`src/rtl/imm_alu_dmem_pkg.sv`:
```
// Shared constants for the RV32I execute/memory datapath core.
// Covers ALU operation codes, opcodes, and the branch and memory funct3 encodings.
package imm_alu_dmem_pkg;

  localparam int ALU_W     = 32;
  localparam int MEM_DEPTH = 64;
  localparam int ADDR_W    = 6;

  localparam logic [3:0] ALUSEL_ADD   = 4'b0000;
  localparam logic [3:0] ALUSEL_SUB   = 4'b0001;
  localparam logic [3:0] ALUSEL_XOR   = 4'b0011;
  localparam logic [3:0] ALUSEL_OR    = 4'b0100;
  localparam logic [3:0] ALUSEL_PASSB = 4'b0101;
  localparam logic [3:0] ALUSEL_AND   = 4'b0111;
  localparam logic [3:0] ALUSEL_SRL   = 4'b1000;
  localparam logic [3:0] ALUSEL_SLL   = 4'b1001;
  localparam logic [3:0] ALUSEL_SRA   = 4'b1010;
  localparam logic [3:0] ALUSEL_SLT   = 4'b1101;
  localparam logic [3:0] ALUSEL_SLTU  = 4'b1111;

  localparam logic [6:0] OP_LOAD   = 7'b0000011;
  localparam logic [6:0] OP_IMM    = 7'b0010011;
  localparam logic [6:0] OP_JALR   = 7'b1100111;
  localparam logic [6:0] OP_STORE  = 7'b0100011;
  localparam logic [6:0] OP_BRANCH = 7'b1100011;
  localparam logic [6:0] OP_LUI    = 7'b0110111;
  localparam logic [6:0] OP_AUIPC  = 7'b0010111;
  localparam logic [6:0] OP_JAL    = 7'b1101111;

  localparam logic [2:0] BR_EQ  = 3'b000;
  localparam logic [2:0] BR_NE  = 3'b001;
  localparam logic [2:0] BR_LT  = 3'b100;
  localparam logic [2:0] BR_GE  = 3'b101;
  localparam logic [2:0] BR_LTU = 3'b110;
  localparam logic [2:0] BR_GEU = 3'b111;

  localparam logic [2:0] MEM_B  = 3'b000;
  localparam logic [2:0] MEM_H  = 3'b001;
  localparam logic [2:0] MEM_W  = 3'b010;
  localparam logic [2:0] MEM_BU = 3'b100;
  localparam logic [2:0] MEM_HU = 3'b101;

endpackage

```
`src/rtl/imm_alu_dmem_if.sv`:
```
// Bundle of every datapath signal between the pipeline and this core.
// The master side drives the operands and controls, and the slave side returns the results.
interface imm_alu_dmem_if import imm_alu_dmem_pkg::*; #(parameter int N = ALU_W);

  logic [31:0]       inst;
  logic [31:0]       gen_out;
  logic [N-1:0]      a;
  logic [N-1:0]      b;
  logic [3:0]        alusel;
  logic [4:0]        shamt;
  logic [2:0]        funct3;
  logic [N-1:0]      r;
  logic              cf;
  logic              zf;
  logic              vf;
  logic              sf;
  logic              branch_taken;
  logic              MemRead;
  logic              MemWrite;
  logic [ADDR_W-1:0] addr;
  logic [31:0]       data_in;
  logic [31:0]       data_out;

  modport master (
    output inst, a, b, alusel, shamt, funct3, MemRead, MemWrite, addr, data_in,
    input  gen_out, r, cf, zf, vf, sf, branch_taken, data_out
  );

  modport slave (
    input  inst, a, b, alusel, shamt, funct3, MemRead, MemWrite, addr, data_in,
    output gen_out, r, cf, zf, vf, sf, branch_taken, data_out
  );

endinterface

```
`src/rtl/imm_alu_dmem_add_sub_unit.sv`:
```
// Shared N-bit adder that computes a+b, or a-b when sub is set.
// The ALU flags come from this adder, so cf reports "no borrow" when subtracting.
module add_sub_unit #(parameter int N = 32) (
  input  logic [N-1:0] a,
  input  logic [N-1:0] b,
  input  logic         sub,
  output logic [N-1:0] sum,
  output logic         cf,
  output logic         vf
);

  logic [N-1:0] b_op;
  logic [N:0]   full;

  assign b_op = sub ? ~b : b;
  assign full = {1'b0, a} + {1'b0, b_op} + {{N{1'b0}}, sub};
  assign sum  = full[N-1:0];
  assign cf   = full[N];
  assign vf   = (a[N-1] == b_op[N-1]) && (sum[N-1] != a[N-1]);

endmodule

```
`src/rtl/imm_alu_dmem_alu_core.sv`:
```
// 32-bit ALU with adder-derived flags and a branch resolver.
// The branch resolver compares a and b on its own, so its result does not depend on alusel.
module alu_core import imm_alu_dmem_pkg::*; #(parameter int N = ALU_W) (
  input  logic [N-1:0] a,
  input  logic [N-1:0] b,
  input  logic [3:0]   alusel,
  input  logic [2:0]   funct3,
  output logic [N-1:0] r,
  output logic         cf,
  output logic         zf,
  output logic         vf,
  output logic         sf,
  output logic         branch_taken
);

  localparam int SH_W = $clog2(N);

  logic [N-1:0]    sum;
  logic            sub;
  logic [SH_W-1:0] sh;

  assign sub = (alusel != ALUSEL_ADD);
  assign sh  = b[SH_W-1:0];
  assign zf  = (sum == '0);
  assign sf  = sum[N-1];

  add_sub_unit #(.N(N)) u_add_sub (
    .a   (a),
    .b   (b),
    .sub (sub),
    .sum (sum),
    .cf  (cf),
    .vf  (vf)
  );

  always_comb begin
    r = '0;
    case (alusel)
      ALUSEL_ADD, ALUSEL_SUB: r = sum;
      ALUSEL_XOR:   r = a ^ b;
      ALUSEL_OR:    r = a | b;
      ALUSEL_AND:   r = a & b;
      ALUSEL_PASSB: r = b;
      ALUSEL_SRL:   r = a >> sh;
      ALUSEL_SLL:   r = a << sh;
      ALUSEL_SRA:   r = $signed(a) >>> sh;
      ALUSEL_SLT:   r = {{(N-1){1'b0}}, ($signed(a) < $signed(b))};
      ALUSEL_SLTU:  r = {{(N-1){1'b0}}, (a < b)};
      default:      r = '0;
    endcase
  end

  always_comb begin
    branch_taken = 1'b0;
    case (funct3)
      BR_EQ:   branch_taken = (a == b);
      BR_NE:   branch_taken = (a != b);
      BR_LT:   branch_taken = ($signed(a) < $signed(b));
      BR_GE:   branch_taken = ($signed(a) >= $signed(b));
      BR_LTU:  branch_taken = (a < b);
      BR_GEU:  branch_taken = (a >= b);
      default: branch_taken = 1'b0;
    endcase
  end

endmodule

```
`src/rtl/imm_alu_dmem_data_mem_core.sv`:
```
// Word-addressed data memory that supports byte, halfword, and word stores and loads.
// Reset clears the whole array asynchronously, and loads are read combinationally from the addressed word.
module data_mem_core import imm_alu_dmem_pkg::*; #(
  parameter int DEPTH = MEM_DEPTH,
  parameter int AW    = ADDR_W
) (
  input  logic          clk,
  input  logic          rst,
  input  logic          mem_read,
  input  logic          mem_write,
  input  logic [2:0]    funct3,
  input  logic [AW-1:0] addr,
  input  logic [31:0]   data_in,
  output logic [31:0]   data_out
);

  logic [31:0] mem [DEPTH];
  logic [31:0] word;

  always_ff @(posedge clk or negedge rst) begin
    if (!rst) begin
      for (int i = 0; i < DEPTH; i++) mem[i] <= '0;
    end else if (mem_write) begin
      case (funct3)
        MEM_B:   mem[addr][7:0]  <= data_in[7:0];
        MEM_H:   mem[addr][15:0] <= data_in[15:0];
        MEM_W:   mem[addr]       <= data_in;
        default: ;
      endcase
    end
  end

  assign word = mem[addr];

  always_comb begin
    data_out = '0;
    if (mem_read) begin
      case (funct3)
        MEM_B:   data_out = {{24{word[7]}}, word[7:0]};
        MEM_BU:  data_out = {24'b0, word[7:0]};
        MEM_H:   data_out = {{16{word[15]}}, word[15:0]};
        MEM_HU:  data_out = {16'b0, word[15:0]};
        MEM_W:   data_out = word;
        default: data_out = '0;
      endcase
    end
  end

endmodule

```
`src/rtl/imm_alu_dmem_imm_gen.sv`:
```
// Immediate generator that sign-extends the immediate field selected by the opcode.
// The B-format immediate is kept halfword-scaled, so the branch target adder applies the shift.
module imm_gen import imm_alu_dmem_pkg::*; (
  input  logic [31:0] inst,
  output logic [31:0] gen_out
);

  always_comb begin
    gen_out = '0;
    case (inst[6:0])
      OP_LOAD, OP_IMM, OP_JALR: gen_out = {{20{inst[31]}}, inst[31:20]};
      OP_STORE:                 gen_out = {{20{inst[31]}}, inst[31:25], inst[11:7]};
      OP_BRANCH:                gen_out = {{20{inst[31]}}, inst[31], inst[7], inst[30:25], inst[11:8]};
      OP_LUI, OP_AUIPC:         gen_out = {inst[31:12], 12'b0};
      OP_JAL:                   gen_out = {{11{inst[31]}}, inst[31], inst[19:12], inst[20], inst[30:21], 1'b0};
      default:                  gen_out = '0;
    endcase
  end

endmodule

```
`src/rtl/imm_alu_dmem.sv`:
```
// Top level of the execute/memory core, which wires the immediate, ALU, and memory units to the bus.
// The shamt field is unused because the shift amount always comes from b.
module imm_alu_dmem import imm_alu_dmem_pkg::*; #(
  parameter int N     = ALU_W,
  parameter int DEPTH = MEM_DEPTH
) (
  input  logic           clk,
  input  logic           rst,
  imm_alu_dmem_if.slave  bus
);

  imm_gen u_imm_gen (
    .inst    (bus.inst),
    .gen_out (bus.gen_out)
  );

  alu_core #(.N(N)) u_alu_core (
    .a            (bus.a),
    .b            (bus.b),
    .alusel       (bus.alusel),
    .funct3       (bus.funct3),
    .r            (bus.r),
    .cf           (bus.cf),
    .zf           (bus.zf),
    .vf           (bus.vf),
    .sf           (bus.sf),
    .branch_taken (bus.branch_taken)
  );

  data_mem_core #(.DEPTH(DEPTH), .AW(ADDR_W)) u_data_mem_core (
    .clk       (clk),
    .rst       (rst),
    .mem_read  (bus.MemRead),
    .mem_write (bus.MemWrite),
    .funct3    (bus.funct3),
    .addr      (bus.addr),
    .data_in   (bus.data_in),
    .data_out  (bus.data_out)
  );

endmodule

```
`src/flat_wrapper.sv`:
```
// flat-port wrapper written by rule: the top's interface ports become plain ports
module imm_alu_dmem_flat import imm_alu_dmem_pkg::*;
#(
  parameter int N     = ALU_W,
  parameter int DEPTH = MEM_DEPTH
)
  (clk, rst, bus_inst, bus_a, bus_b, bus_alusel, bus_shamt, bus_funct3, bus_MemRead, bus_MemWrite, bus_addr, bus_data_in, bus_gen_out, bus_r, bus_cf, bus_zf, bus_vf, bus_sf, bus_branch_taken, bus_data_out);
  imm_alu_dmem_if #(.N(N)) bus_i ();
  input  logic clk;
  input  logic rst;
  input wire logic [$bits(bus_i.inst)-1:0] bus_inst;
  input wire logic [$bits(bus_i.a)-1:0] bus_a;
  input wire logic [$bits(bus_i.b)-1:0] bus_b;
  input wire logic [$bits(bus_i.alusel)-1:0] bus_alusel;
  input wire logic [$bits(bus_i.shamt)-1:0] bus_shamt;
  input wire logic [$bits(bus_i.funct3)-1:0] bus_funct3;
  input wire logic [$bits(bus_i.MemRead)-1:0] bus_MemRead;
  input wire logic [$bits(bus_i.MemWrite)-1:0] bus_MemWrite;
  input wire logic [$bits(bus_i.addr)-1:0] bus_addr;
  input wire logic [$bits(bus_i.data_in)-1:0] bus_data_in;
  output wire logic [$bits(bus_i.gen_out)-1:0] bus_gen_out;
  output wire logic [$bits(bus_i.r)-1:0] bus_r;
  output wire logic [$bits(bus_i.cf)-1:0] bus_cf;
  output wire logic [$bits(bus_i.zf)-1:0] bus_zf;
  output wire logic [$bits(bus_i.vf)-1:0] bus_vf;
  output wire logic [$bits(bus_i.sf)-1:0] bus_sf;
  output wire logic [$bits(bus_i.branch_taken)-1:0] bus_branch_taken;
  output wire logic [$bits(bus_i.data_out)-1:0] bus_data_out;
  assign bus_i.inst = bus_inst;
  assign bus_i.a = bus_a;
  assign bus_i.b = bus_b;
  assign bus_i.alusel = bus_alusel;
  assign bus_i.shamt = bus_shamt;
  assign bus_i.funct3 = bus_funct3;
  assign bus_i.MemRead = bus_MemRead;
  assign bus_i.MemWrite = bus_MemWrite;
  assign bus_i.addr = bus_addr;
  assign bus_i.data_in = bus_data_in;
  assign bus_gen_out = bus_i.gen_out;
  assign bus_r = bus_i.r;
  assign bus_cf = bus_i.cf;
  assign bus_zf = bus_i.zf;
  assign bus_vf = bus_i.vf;
  assign bus_sf = bus_i.sf;
  assign bus_branch_taken = bus_i.branch_taken;
  assign bus_data_out = bus_i.data_out;
  imm_alu_dmem #(.N(N), .DEPTH(DEPTH)) u_core (.clk(clk), .rst(rst), .bus(bus_i));
endmodule
```
`config.mk`:
```
export PLATFORM = sky130hd
export DESIGN_NAME = imm_alu_dmem_flat
export DESIGN_NICKNAME = d
export VERILOG_FILES = /design/src/rtl/imm_alu_dmem_pkg.sv /design/src/rtl/imm_alu_dmem_if.sv /design/src/rtl/imm_alu_dmem_add_sub_unit.sv /design/src/rtl/imm_alu_dmem_alu_core.sv /design/src/rtl/imm_alu_dmem_data_mem_core.sv /design/src/rtl/imm_alu_dmem_imm_gen.sv /design/src/rtl/imm_alu_dmem.sv /design/src/flat_wrapper.sv
export SDC_FILE = /design/constraint.sdc
export NUM_CORES = 2
export LEC_CHECK = 0
export CAP_MARGIN = 40
export CELL_PAD_IN_SITES_DETAIL_PLACEMENT = 2
export CELL_PAD_IN_SITES_GLOBAL_PLACEMENT = 2
export CORE_AREA = 2 2 632 383
export DETAILED_ROUTE_END_ITERATION = 7
export DIE_AREA = 0 0 634 385
export PLACE_DENSITY_LB_ADDON = 0.25
export SETUP_SLACK_MARGIN = 0.2
export SYNTH_ARGS = -nofsm -noshare
export SYNTH_HDL_FRONTEND = slang
export SYNTH_HIERARCHICAL = 1
export SYNTH_SLANG_ARGS = --single-unit
```
`constraint.sdc`:
```
create_clock -name clk -period 9.1 [get_ports clk]
set_input_delay 1.82 -clock clk [delete_from_list [all_inputs] [get_ports clk]]
set_output_delay 1.82 -clock clk [all_outputs]
set_load 0.005 [all_outputs]
```
==> results.yml <==
run_status:
  status: "complete, but fails checks"
  violations: "DRC, slew limit"
worst_setup_path:
  crit_arrival_ps: 6900
  crit_required_ps: 7280
  cp_max_fo: 8
  r2r_slack_ps: 8040
  crit_type: "primary input to output port"
  worst_setup_path_end_kind: "output port"
  start_kind: "primary input"
  rr_worst_depth: 2
synth:
  synthDistinctLibCells: 101
  synth-edff-count: 0
  synth_cells: 9003
  synth-seq-cells: 2048
  avgSynthCellArea_sq_um: 11.33
  ys_warn_count: 6
  synth_nets: 9282
  netlist_area_sq_um: 102000
  synthFlopType: "dfrtp_1"
  synthArstFlopShare_pct: 100.0
  seq_area_frac_synth_pct: 50.23
power:
  switching_share_pct: 27.43
  p_leak_nw: 52.27
  power.share.clock_pct: 42.2
  peakVddDrop_mv: 0.1432
  p_per_area_nw_per_um2: 179.9
  power_mw: 20.91
  p_int_mw: 15.18
  seqPwrFrac_pct: 46.3
  comb_power_share_pct: 11.5
  switchingPower_mw: 5.737
global_routing:
  antenna_found_initial: 39
  overflow: 0
  track_usage_pct: 38.02
  grt_pass1_vias: 91599
  grt_pass1_wl_mm: 677.6
  grt_max_degree: 254
cells_and_area:
  fin_nets: 9364
  layout_commonest_cell: "dfrtp_1"
  fillerInstances: 23240
  fin_util_pct: 48.86
  layout-drive-gt1-share_pct: 28.26
  syn2layout_area_growth_pct: 13.92
  final_cell_mix: "dfrtp_1 (2,048), mux2_2 (1,555), o21ai_0 (1,101)"
routing:
  detail-route-antenna-nets: 0
  viasPerCell: 6.843
  drtIter0Drc: 10091
  drc: 1
  wl_mm: 469.9
  wl_per_cell_microns: 37.79
  route.vias.total: 85102
  first_pass_iters: 8
placement:
  dpl.hpwl_mm: 304.7
  globalplace.congestion: 1.022
  place.port_buffers: 245
sta:
  rsz0062_at_grt: "no"
  period_needed_ps: 8724
  tightest_slew_ps: 1545
  finClkSkew_ps: 0
  hold_viol: 0
  relSlewSlack_pct: -3.031
  fin_crit_sh_pct: 95.87
  drv_slew: 69
  fmax_ghz: 0.1146
  tns_ps: 0
  setup_viol: 0
clock_network:
  h-tree-depth: 4
  numCtsBuffers: 202
  clk-insertion-delay-late_ps: 860
  cts_num_sinks: 2048
  clk_path_buf_depth: 4
  cts_tree: "done"
  root_buffer: "clkbuf_16"
  clkTransAtPathRegs_ps: 60
floorplanning:
  die_h_microns: 385
  rows: 139
  core-area_sq_um: 237900
  io_pins: 251
  die-area_sq_um: 244100
  die_x_microns: 634
  start_util_pct: 42.89
hold_path:
  holdPathStages: 1
  hold_path.class: "flop to flop"
flow_run:
  cap_violations: 0
[timing repair]
item,in CTS,in global routing
setup buffers,0,1
gates resized for setup,0,11
setup endpoints to repair,0,9
hold buffers,0,0
[power groups by stage]
| stage | combinational, mW | clock [mW] | sequential, mW |
|---|---|---|---|
| after floorplan | 1.15 | 0 | 9.75 |
| after global placement | 2.18 | 0 | 9.77 |
| after detailed placement | 2.30 | 0 | 9.83 |
| after CTS | 2.33 | 8.92 | 9.67 |
| after global routing | 2.51 | 9.27 | 9.71 |
| final | 2.41 | 8.82 | 9.68 |
[critical path, cell delays in order]
cell	delay (ps)
clkdlybuf4s50_1	490
nor3_4	250
nand2b_4	200
buf_4	210
xor2_1	160
ha_1	370
a21oi_1	230
nand4b_1	160
o211ai_2	350
nand4_1	310
a41oi_2	360
buf_4	190
nor3_1	70
a211oi_2	220
xnor2_1	200
nor4_1	370
nand4_1	150
nor2_1	220
clkdlybuf4s50_1	550
[cell type report]
| type | instances | area, sq um | share of cell area, % |
|---|---|---|---|
| flip-flops and latches | 2048 | 51250 | 44.09 |
| well taps | 3172 | 3969 | 3.414 |
| diodes | 24 | 60.06 | 0.05167 |
| repair buffers | 728 | 6838 | 5.882 |
| clock inverters | 62 | 644.4 | 0.5543 |
| multi-input cells | 6007 | 47080 | 40.50 |
| clock buffers | 297 | 6036 | 5.193 |
| inverters | 98 | 367.9 | 0.3165 |
[synth_stat cells, drive strengths merged (56+ instances only)]
cell	instances	area share, %
clkbuf	548	2.0
nor3	64	0.50
and4b	75	0.74
mux2	1556	17
nor2	198	0.74
nand3	93	0.49
o21ai	1114	5.5
a31oi	84	0.51
buf	302	1.5
inv	97	0.36
dfrtp	2048	50
a22o	109	0.94
nand4	68	0.42
ha	128	1.6
a41oi	56	0.49
mux2i	88	0.86
mux4	57	1.3
nand2	758	2.8
a22oi	672	4.9
a221oi	83	0.74
a21oi	135	0.66
[layer usage]
layer | part of all wire, % | wire length, microns | GRT usage (%) | up-vias
li1 | - | - | - | 33735
met5 | 0.12 | 579 | 0.7602 | -
met2 | 43 | 199700 | 55.07 | 4366
met4 | 3.2 | 15140 | 11.96 | 40
met1 | 43 | 202200 | 54.41 | 46033
met3 | 11 | 52220 | 11.31 | 928
[stage by stage]
| step | cells | setup slack [ps] | cell area [sq um] | hold WS (ps) |
|---|---|---|---|---|
| final | 12436 | 376.2 | 116200 | 505.1 |
| after global routing | 12412 | 169.9 | 116200 | 513.5 |
| after global placement | 11992 | 263.6 | 108600 | 472.0 |
| after CTS | 12399 | 237.0 | 116000 | 506.5 |
| after detailed placement | 12040 | 251.5 | 109300 | 486.9 |
| after floorplan | 9003 | 1266 | 102000 | 457.6 |
[kinds of logic (layout without fill, tap and decap cells)]
group / after synthesis / in the layout / synth area share, %
AO/OA/AOI/OAI: 2580 / 2580 / 16.59
flip-flops: 2048 / 2048 / 50.23
multiplexers: 1701 / 1701 / 19.30
AND/OR/NAND/NOR: 1537 / 1537 / 7.875
buffers and inverters: 948 / 1185 / 3.908
adder cells (fa/ha/maj): 129 / 129 / 1.589
XOR/XNOR: 60 / 60 / 0.5150
other: 0 / 24 / 0
[how the worst max path moves through the flow]
stage	from	depth (start not counted)	endpoint
6_report	bus_alusel[2]	19	bus_zf
5_1_grt	bus_alusel[1]	18	bus_r[28]
4_1_cts	bus_alusel[2]	20	bus_r[28]
3_5_place_dp	bus_alusel[2]	20	bus_r[28]
3_3_place_gp	bus_alusel[1]	20	bus_r[28]
2_1_floorplan	bus_alusel[3]	21	bus_r[26]
No activity file was read; power rests on OpenSTA's default activity.
